**src/rtl/welch_seg_scheduler.sv**
```systemverilog
// welch_seg_scheduler
//   Reads the IQ capture buffer out as overlapping segments for the Welch PSD
//   engine. After a completed capture it walks the buffer in segments of
//   seg_len samples whose starts are hop samples apart. Each segment waits for
//   psd_ready and then streams without stalls.
//
//   state    | meaning
//   ---------+-----------------------------------------------------------
//   IDLE     | disarmed, nothing in flight
//   WAIT_CAP | armed, waiting for capture_done (config latched on it)
//   CHECK    | decide whether another segment fits, else end the frame
//   WAIT_PSD | next segment pending until the PSD engine is ready
//   READ     | streaming the remaining samples of the current segment
//   DONE     | one-cycle frame_done, then back to WAIT_CAP or IDLE
//
// Ports
//   clk, resetn            clock, asynchronous active-low reset
//   arm                    level enable for frame processing
//   capture_done           capture buffer filled (config sampled with it)
//   capture_len            valid samples in the buffer
//   seg_len, hop           segment length and start-to-start step
//   num_avg                max segments per frame, 0 = unlimited
//   psd_ready              PSD engine can take a new segment
//   rd_addr, rd_en         capture memory read port
//   seg_start              first read of a segment
//   sample_valid, seg_last read data qualifier and last-sample flag (rd_en + 1)
//   frame_done             end-of-frame pulse
//   busy                   not IDLE
//   seg_count              segments issued in the current/last frame
//   overrun_cnt            captures dropped while a frame was in progress
//
// Build option: define WELCH_SEG_OVERRUN_EN to build the overrun counter;
// otherwise overrun_cnt is tied to zero.

module welch_seg_scheduler #(
    parameter int ADDR_W = 14,
    parameter int SEG_W  = 12,
    parameter int AVG_W  = 8
) (
    input  logic              clk,
    input  logic              resetn,
    input  logic              arm,
    input  logic              capture_done,
    input  logic [ADDR_W-1:0] capture_len,
    input  logic [SEG_W-1:0]  seg_len,
    input  logic [SEG_W-1:0]  hop,
    input  logic [AVG_W-1:0]  num_avg,
    input  logic              psd_ready,
    output logic [ADDR_W-1:0] rd_addr,
    output logic              rd_en,
    output logic              seg_start,
    output logic              sample_valid,
    output logic              seg_last,
    output logic              frame_done,
    output logic              busy,
    output logic [AVG_W-1:0]  seg_count,
    output logic [15:0]       overrun_cnt
);

    typedef enum logic [2:0] {
        S_IDLE, S_WAIT_CAP, S_CHECK, S_WAIT_PSD, S_READ, S_DONE
    } state_t;

    localparam logic [SEG_W-1:0] SEG_ONE = SEG_W'(1);
    localparam logic [SEG_W-1:0] SEG_TWO = SEG_W'(2);
    localparam logic [AVG_W-1:0] AVG_ONE = AVG_W'(1);

    state_t            state, state_nxt;
    logic [ADDR_W-1:0] cfg_len;
    logic [SEG_W-1:0]  cfg_seg;
    logic [SEG_W-1:0]  cfg_hop;
    logic [AVG_W-1:0]  cfg_avg;
    logic [ADDR_W-1:0] base;
    logic [SEG_W-1:0]  idx;
    logic [AVG_W-1:0]  seg_cnt;
    logic [ADDR_W-1:0] addr_hold;

    logic              rd_en_c;
    logic              seg_start_c;
    logic [ADDR_W-1:0] addr_c;
    logic              cfg_bad;
    logic              no_room;
    logic              avg_hit;
    logic              last_beat;
    logic [ADDR_W:0]   seg_end;

    // Segment end is formed one bit wider so a large base+seg_len cannot wrap
    // back into the buffer and look valid.
    assign seg_end   = {1'b0, base} + {{(ADDR_W+1-SEG_W){1'b0}}, cfg_seg};
    assign no_room   = seg_end > {1'b0, cfg_len};
    assign cfg_bad   = (cfg_seg < SEG_TWO) || (cfg_hop == '0) || (cfg_hop > cfg_seg);
    assign avg_hit   = (cfg_avg != '0) && (seg_cnt == cfg_avg);
    assign last_beat = (idx == cfg_seg - SEG_ONE);

    always_ff @(posedge clk or negedge resetn) begin
        if (!resetn) begin
            state <= S_IDLE;
        end else begin
            state <= state_nxt;
        end
    end

    // The first read of a segment is issued in the WAIT_PSD accept cycle, so
    // rd_en/seg_start/rd_addr depend on psd_ready there.
    always_comb begin
        state_nxt   = state;
        rd_en_c     = 1'b0;
        seg_start_c = 1'b0;
        addr_c      = addr_hold;
        case (state)
            S_IDLE: begin
                if (arm) state_nxt = S_WAIT_CAP;
            end
            S_WAIT_CAP: begin
                if (!arm)              state_nxt = S_IDLE;
                else if (capture_done) state_nxt = S_CHECK;
            end
            S_CHECK: begin
                if (!arm || cfg_bad || no_room || avg_hit) state_nxt = S_DONE;
                else                                       state_nxt = S_WAIT_PSD;
            end
            S_WAIT_PSD: begin
                if (psd_ready) begin
                    rd_en_c     = 1'b1;
                    seg_start_c = 1'b1;
                    addr_c      = base;
                    state_nxt   = S_READ;
                end
            end
            S_READ: begin
                rd_en_c = 1'b1;
                addr_c  = base + {{(ADDR_W-SEG_W){1'b0}}, idx};
                if (last_beat) state_nxt = S_CHECK;
            end
            S_DONE: begin
                state_nxt = arm ? S_WAIT_CAP : S_IDLE;
            end
            default: state_nxt = S_IDLE;
        endcase
    end

    always_ff @(posedge clk or negedge resetn) begin
        if (!resetn) begin
            cfg_len      <= '0;
            cfg_seg      <= '0;
            cfg_hop      <= '0;
            cfg_avg      <= '0;
            base         <= '0;
            idx          <= '0;
            seg_cnt      <= '0;
            addr_hold    <= '0;
            sample_valid <= 1'b0;
            seg_last     <= 1'b0;
        end else begin
            if (state == S_WAIT_CAP && arm && capture_done) begin
                cfg_len <= capture_len;
                cfg_seg <= seg_len;
                cfg_hop <= hop;
                cfg_avg <= num_avg;
                base    <= '0;
                seg_cnt <= '0;
            end
            if (state == S_WAIT_PSD && psd_ready) begin
                idx <= SEG_ONE;
            end
            if (state == S_READ) begin
                idx <= idx + SEG_ONE;
                if (last_beat) begin
                    base <= base + {{(ADDR_W-SEG_W){1'b0}}, cfg_hop};
                    if (seg_cnt != '1) seg_cnt <= seg_cnt + AVG_ONE;
                end
            end
            if (rd_en_c) begin
                addr_hold <= addr_c;
            end
            sample_valid <= rd_en_c;
            seg_last     <= (state == S_READ) && last_beat;
        end
    end

    assign rd_addr    = addr_c;
    assign rd_en      = rd_en_c;
    assign seg_start  = seg_start_c;
    assign frame_done = (state == S_DONE);
    assign busy       = (state != S_IDLE);
    assign seg_count  = seg_cnt;

`ifdef WELCH_SEG_OVERRUN_EN
    logic [15:0] ovr_cnt;
    logic        in_frame;

    assign in_frame = (state == S_CHECK) || (state == S_WAIT_PSD) ||
                      (state == S_READ)  || (state == S_DONE);

    always_ff @(posedge clk or negedge resetn) begin
        if (!resetn) begin
            ovr_cnt <= '0;
        end else if (capture_done && in_frame && ovr_cnt != 16'hFFFF) begin
            ovr_cnt <= ovr_cnt + 16'd1;
        end
    end

    assign overrun_cnt = ovr_cnt;
`else
    assign overrun_cnt = 16'd0;
`endif

endmodule
```
**config.mk**
```make
export PLATFORM = sky130hd
export DESIGN_NAME = welch_seg_scheduler
export DESIGN_NICKNAME = d
export VERILOG_FILES = /design/src/rtl/welch_seg_scheduler.sv
export SDC_FILE = /design/constraint.sdc
export NUM_CORES = 1
export LEC_CHECK = 0
export CAP_MARGIN = 30
export CORE_MARGIN = 4
export CORE_UTILIZATION = 23
export DETAILED_ROUTE_END_ITERATION = 8
export DONT_BUFFER_PORTS = 1
export GPL_TIMING_DRIVEN = 0
export HOLD_SLACK_MARGIN = 0.02
export PLACE_DENSITY = 0.34
export SYNTH_ARGS = -nofsm -noshare
export SYNTH_HDL_FRONTEND = slang
export SYNTH_SLANG_ARGS = --single-unit
export TNS_END_PERCENT = 30
```
**constraint.sdc**
```tcl
create_clock -name clk -period 3.76 [get_ports clk]
set_clock_uncertainty 0.2 [all_clocks]
set_input_delay 0 -clock clk [delete_from_list [all_inputs] [get_ports clk]]
set_output_delay 0 -clock clk [all_outputs]
set_load 0.02 [all_outputs]
```
==> impl_metrics.tcl, run 1 <==
set metrics [dict create \
    numCtsBuffers 9 \
    path_buf_inv 4 \
    path_max_fanout 3 \
    cts.path.max_buffers 2 \
    violations "negative setup slack" \
    vias_per_cell 4.69 \
    hp-class "in2async" \
    cpPeakStageDelay_ns 0.44 \
    slew_violations 0 \
    cts_tree "built" \
    antenna_found_initial 1 \
    ys.warnings.count 0 \
    cellLeakagePower_nw 4.01 \
    async_flop_share_pct 100 \
    r2r_end "state[1]$_DFFE_PN0P_" \
    initial_core_util_pct 23.3 \
    wl_um 25600 \
    ctsRootBufferMaster "clkbuf_16" \
    synthCells 843 \
    drc_errors 0 \
    r2r_start "cfg_seg[1]$_DFFE_PN0P_" \
    status "complete, but fails checks" \
    worst_ep_arrival_time_ns 3.83 \
    r2r_slack_ns -0.003 \
    timing.critical_path.cells "buf_4 -> ha_4 -> a211oi_2 -> o21a_1 -> o21ai_2 -> a41oi_2 -> a211oi_2 -> buf_4 -> buf_4 -> nor2_2 -> ha_1 -> o21ai_0 -> nand2b_1 -> a21oi_1 -> nor2_1 -> o41ai_2 -> buf_4 -> o211ai_1 -> o211ai_1" \
    vias 6263 \
    finalCritPeriodShare_pct 100 \
    clkLatencyLatePin_ns 0.37 \
    cpLargestDelayFamily "compound AO/OA/AOI/OAI gates" \
    path_clk_slew_ns 0.07 \
    use_met1_pct 20.2 \
    worst_r2r_path_depth 19 \
    htree_levels 3 \
    cp.required_ns 3.83 \
    startpoint_type "flip-flop" \
    drive_gt1_share_pct 10.4 \
    pre_cts_slack_ns -1.10 \
    met3_usage_pct 3.53 \
    gp_congestion 0.795 \
    clock.fmax_mhz 266 \
    drt_iter0_markers 205 \
    die_h_um 184 \
    tns_ns -0.00293 \
    max_slew_margin_pct 37.6 \
    finalPower_mw 6.21 \
    rsz0062_at_grt "true" \
    final_core_util_pct 28.8 \
    rows 64 \
    grt_pass1_wl_um 39900 \
    dr.pass1.iters 4 \
    synth_area_per_cell_um2 8.46 \
    yosys-top-cells-area "dfrtp_1 (35%), ha_1 (11%), nand2_1 (6.6%)" \
    syn_to_final_growth_pct 23.6 \
    post_layout_nonfiller_instances 1336 \
    wl_per_cell_um 19.1 \
    die_w_um 184 \
    ir_worst_vdd_v 0.000231 \
    synth_top_flop_cell "dfrtp_1" \
    setup_viol 1 \
    ioPinCount 95 \
    crit_type "reg2reg" \
    dp.cells 1254 \
    yosysTopAreaCell "dfrtp_1" \
    grt_max_degree 100 \
    fp.coreArea_um2 30600 \
    tightest_slew_ns 0.936 \
    drv_cap 0 \
    worstSetupEndpointType "flip-flop" \
    die_area_um2 33900 \
    yosys.area.top_type_share_pct 34.7 \
    crit_top_cell "buf_4" \
    mappedNetlistArea_um2 7130 \
    io_buffers 0 \
    synth-edff-count 0 \
    final_nets 1054 \
    grt-ovfl-total 0 \
    first_global_vias 6674 \
    ys_ff_latch 99 \
    cts.sinks 99 \
    yosysSeqAreaShare_pct 34.7 \
    ant_nets 0 \
    grt_usage_pct 15.5 \
    final_common_cell "nand2_1" \
    grtUsageMet2_pct 26.2 \
    finalHoldViolations 0 \
    synth.distinct_cells 66 \
    dp_hpwl_um 19100 \
    finalCriticalPeriod_ns 3.76 \
    final_cell_mix "nand2_1 (126), dfrtp_1 (91), o21ai_0 (87)" \
    crit_slowest_cell "dfrtp_2" \
    power.density_nw_per_um2 705 \
    fin_ws_ns -0.00293 \
    busiest_layer "met2" \
]
## repair_timing
action                                  CTS  global route
hold buffers                             52             0
setup buffers                             9             5
pin swaps                                11            15
endpoints found under the hold margin   152             0
endpoints found under the setup margin    2             4
gates resized for setup                  23            25
## worst max-delay path by stage
stage,startpoint,end,slack [ns],cells past startpoint
after floorplan,cfg_seg[0]$_DFFE_PN0P_,state[1]$_DFFE_PN0P_,0.25,16
after global placement,base[1]$_DFF_PN0_,state[1]$_DFFE_PN0P_,-1.11,15
after global routing,base[1]$_DFF_PN0_,state[1]$_DFFE_PN0P_,-0.23,17
after CTS,base[0]$_DFF_PN0_,state[1]$_DFFE_PN0P_,-0.13,17
final,cfg_seg[1]$_DFFE_PN0P_,state[1]$_DFFE_PN0P_,-0.003,19
after detailed placement,base[1]$_DFF_PN0_,state[1]$_DFFE_PN0P_,-1.10,15
## stage by stage
step                      instance area [um2]  hold WS (ns)
final                                    8810        0.0558
after global routing                     8810        0.0769
after CTS                                8660        0.0543
after detailed placement                 7680        -0.489
after global placement                   7680        -0.491
after floorplan                          7190        -0.496
## kinds of logic (layout without fill, tap and decap cells)
| kind of cell | after synthesis | count (layout) | synth area share [%] |
|---|---|---|---|
| other | 1 | 17 | 0.0526 |
| AOI/OAI and AO/OA | 219 | 219 | 19.7 |
| buffers and inverters | 102 | 183 | 6.53 |
| adders and majority gates | 68 | 68 | 12.2 |
| DFF | 99 | 99 | 34.7 |
| and+or+nand+nor | 297 | 297 | 19.6 |
| muxes | 7 | 7 | 1.00 |
| xor gates and xnor gates | 50 | 50 | 6.14 |
## state kept, by name, indices dropped and copies added, names as in the netlist
register      cells
cfg_len          14
cfg_hop          12
sample_valid      1
base             14
state             3
addr_hold        14
seg_last          1
seg_count         8
idx              12
cfg_avg           8
cfg_seg          12
## per-layer routing
layer	wire length (um)	vias to the layer above
met3	1150	14
met4	312	0
met1	11800	2985
met2	12300	100
li1	-	3164
met5	0	-
## synth_stat cells (4+ instances only)
cell type and count:
nand2_1 126, dfrtp_1 99, o21ai_0 93, ha_1 65
inv_1 53, nor2_1 43, nand3_1 36, xor2_1 27
clkbuf_1 25, a21oi_1 24, xnor2_1 23, buf_4 17
nor3_1 17, a21o_1 15, nand4_1 14, nor4_1 13
a22oi_1 11, and3_1 10, nor2b_1 8, o21a_1 8
a211oi_1 6, a221o_1 6, mux2i_1 6, o211ai_1 6
o21bai_1 6, or3_1 6, a31oi_1 5, nand2b_1 5
a2111oi_0 4, and2_1 4, o22ai_1 4, o31ai_1 4
## layout make-up
cell class | instances | area (um2)
Multi-Input combinational cell | 657 | 4410
Clock buffer | 11 | 243
Inverter | 54 | 206
Tap cell | 396 | 495
Timing Repair Buffer | 66 | 651
Buffer | 48 | 263
Sequential cell | 99 | 2490
Fill cell | 3305 | 21800
Antenna cell | 1 | 2.50
Clock inverter | 4 | 51.3
## power by group
| part | switching, mW | total [mW] | internal, mW |
|---|---|---|---|
| combinational | 1.93 | 3.27 | 1.34 |
| sequential | 0.509 | 1.96 | 1.45 |
| clock | 0.450 | 0.982 | 0.532 |
| total | 2.89 | 6.21 | 3.32 |
## worst reg2reg max path, stage by stage, from the launching register on
cell and delay (ns):
dfrtp_2 0.44, buf_4 0.15, ha_4 0.24, a211oi_2 0.21, o21a_1 0.20, o21ai_2 0.10, a41oi_2 0.27, a211oi_2 0.12
buf_4 0.14, buf_4 0.12, nor2_2 0.11, ha_1 0.25, o21ai_0 0.16, nand2b_1 0.09, a21oi_1 0.16, nor2_1 0.06
o41ai_2 0.05, buf_4 0.18, o211ai_1 0.15, o211ai_1 0.27
(Power assumes the default switching activity.)
==> run 2, diff against run 1 <==
--- a/config.mk
+++ b/config.mk
@@ -13,6 +13,7 @@
 export GPL_TIMING_DRIVEN = 0
 export HOLD_SLACK_MARGIN = 0.02
 export PLACE_DENSITY = 0.34
+export SETUP_SLACK_MARGIN = 0.5
 export SYNTH_ARGS = -nofsm -noshare
 export SYNTH_HDL_FRONTEND = slang
 export SYNTH_SLANG_ARGS = --single-unit
==> run 2 against run 1 <==
The flow finishes with violations (negative hold slack, negative setup slack). Largest cell class unchanged. Design area is 1.9% higher. Hold slack worse by 0.084 ns. Non-clock buffer count is 3 higher. Fmax is 1.3% lower. Critical path type unchanged. First-iteration DRC count is 63% higher. Via count is 1.8% higher. Flip-flop and latch count stayed put. Register-to-register slack worse by 0.05 ns. Die area stayed put. Sequential share of layout area is 0.52 points lower.
==> impl_metrics.tcl, run 2 (synthesis results as in run 1) <==
set metrics [dict create \
    status "complete, but fails checks" \
    violations "negative hold slack, negative setup slack" \
    io_buffers 0 \
    fin_area_um2 8980 \
    ant_nets 0 \
    drv_cap 0 \
    p_sw_share_pct 46.4 \
    slew_violations 0 \
    syn_to_final_growth_pct 25.9 \
    dr.pass1.iters 4 \
    ctsRootBufferMaster "clkbuf_16" \
    max_slew_margin_pct 41.2 \
    cts.path.max_buffers 2 \
    die_h_um 184 \
    fin_ws_ns -0.0536 \
    drive_gt1_share_pct 12.8 \
    finalHoldViolations 8 \
    wl_per_cell_um 19.2 \
    cellLeakagePower_nw 4.10 \
    tightest_slew_ns 0.874 \
    rsz0062_at_grt "true" \
    hp-class "in2async" \
    cts_tree "built" \
    initial_core_util_pct 23.3 \
    tns_ns -0.104 \
    combPwrFrac_pct 52.8 \
    worst_ep_arrival_time_ns 3.84 \
    r2r_start "base[0]$_DFF_PN0_" \
    drc_errors 0 \
    p_clk_share_pct 16.8 \
    final_common_cell "nand2_1" \
    n_fill_cell 3280 \
    gp_congestion 0.812 \
    final_core_util_pct 29.4 \
    cts.sinks 99 \
    clock.fmax_mhz 262 \
    final_cell_mix "nand2_1 (126), dfrtp_1 (90), o21ai_0 (84)" \
    grt-ovfl-total 0 \
    clkLatencyLatePin_ns 0.38 \
    startpoint_type "flip-flop" \
    vias_per_cell 4.76 \
    ir_worst_vdd_v 0.000254 \
    post_layout_nonfiller_instances 1340 \
    crit_type "reg2reg" \
    final_nets 1057 \
    cp.required_ns 3.79 \
    path_max_fanout 2 \
    setup_viol 2 \
    startpoint "base[0]$_DFF_PN0_" \
    antenna_found_initial 1 \
    power.density_nw_per_um2 722 \
    r2r_slack_ns -0.05 \
    timing.hold.ws_ns -0.0282 \
    fp.coreArea_um2 30600 \
    dp.cells 1254 \
    grt_pass1_wl_um 39500 \
    finalCriticalPeriod_ns 3.81 \
    path_clk_slew_ns 0.08 \
    finalPower_mw 6.48 \
    grt_max_degree 100 \
    wl_um 25700 \
    worstSetupEndpointType "flip-flop" \
    vias 6373 \
    numCtsBuffers 9 \
    grt_usage_pct 15.4 \
    ioPinCount 95 \
    rows 64 \
    dpl_cell_area_um2 7690 \
    dp_hpwl_um 19000 \
    die_w_um 184 \
    htree_levels 3 \
    top_regs "addr_hold (14), base (14), cfg_len (14)" \
    die_area_um2 33900 \
    p_int_mw 3.48 \
    p_sw_mw 3.00 \
    first_global_vias 6506 \
    finalCritPeriodShare_pct 101 \
    drt_iter0_markers 334 \
    pre_cts_slack_ns -0.681 \
    p_seq_share_pct 30.4 \
]
run 2: cell count changes in the layout (fill, tap and decap cells not counted), sizes merged:
cell | before | now
bufinv | 1 | 2
clkinv | 3 | 1
buf | 37 | 40
inv | 52 | 54
run 2: cell type report:
type	count	area, um2	area share [%]
Antenna cell	1	2.50	0.0279
Sequential cell	99	2490	27.7
Buffer	48	270	3.01
Tap cell	396	495	5.52
Timing Repair Buffer	69	677	7.54
Inverter	54	210	2.34
Clock inverter	5	82.6	0.919
Clock buffer	11	243	2.70
Multi-Input combinational cell	657	4510	50.2
run 2: routing by layer:
layer	track usage, %	part of all wire (%)	up-vias
met2	25.5	48	100
met3	2.80	3.5	19
met1	20.7	47	3078
li1	-	-	3176
met4	4.05	1.3	0
met5	0	0	-
run 2: path summary, 6_finish.rpt:
kind	endpoint	depth (start not counted)
worst min-delay path	cfg_len[12]$_DFFE_PN0P_	2
worst max register to register	state[2]$_DFFE_PN0P_	19
worst min register to register	addr_hold[1]$_DFFE_PN0P_	2
min in group clk	cfg_avg[0]$_DFFE_PN0P_	3
max in group asynchronous	base[4]$_DFF_PN0_	2
worst max-delay path	state[2]$_DFFE_PN0P_	19
run 2: power by group through the flow:
stage	sequential (mW)	clock (mW)	combinational (mW)
3_3_place_gp	2.02	0	3.00
4_1_cts	1.98	1.13	3.26
5_1_grt	2.03	1.17	3.86
2_1_floorplan	1.76	0	2.31
6_report	1.97	1.09	3.42
3_5_place_dp	2.02	0	2.98
run 2: worst max-delay path, cell delays in order, from the launching register on:
cell and delay [ns]:
dfrtp_2 0.44, ha_4 0.16, inv_2 0.04, fa_2 0.37
nor2b_2 0.13, o21ai_2 0.07, a21o_1 0.19, and3_4 0.18
o311ai_4 0.23, a21oi_2 0.11, xnor2_2 0.14, ha_1 0.32
buf_4 0.15, a21oi_4 0.14, o22ai_2 0.07, o41ai_2 0.19
buf_4 0.17, buf_4 0.10, o211a_1 0.19, o22ai_2 0.07
run 2: what timing repair did:
action	in CTS	in global routing
endpoints found under the hold margin	152	0
gates cloned	0	0
gates resized for setup	41	34
hold buffers	52	0
pin swaps	12	29
setup endpoints to repair	44	29
setup buffers	11	6
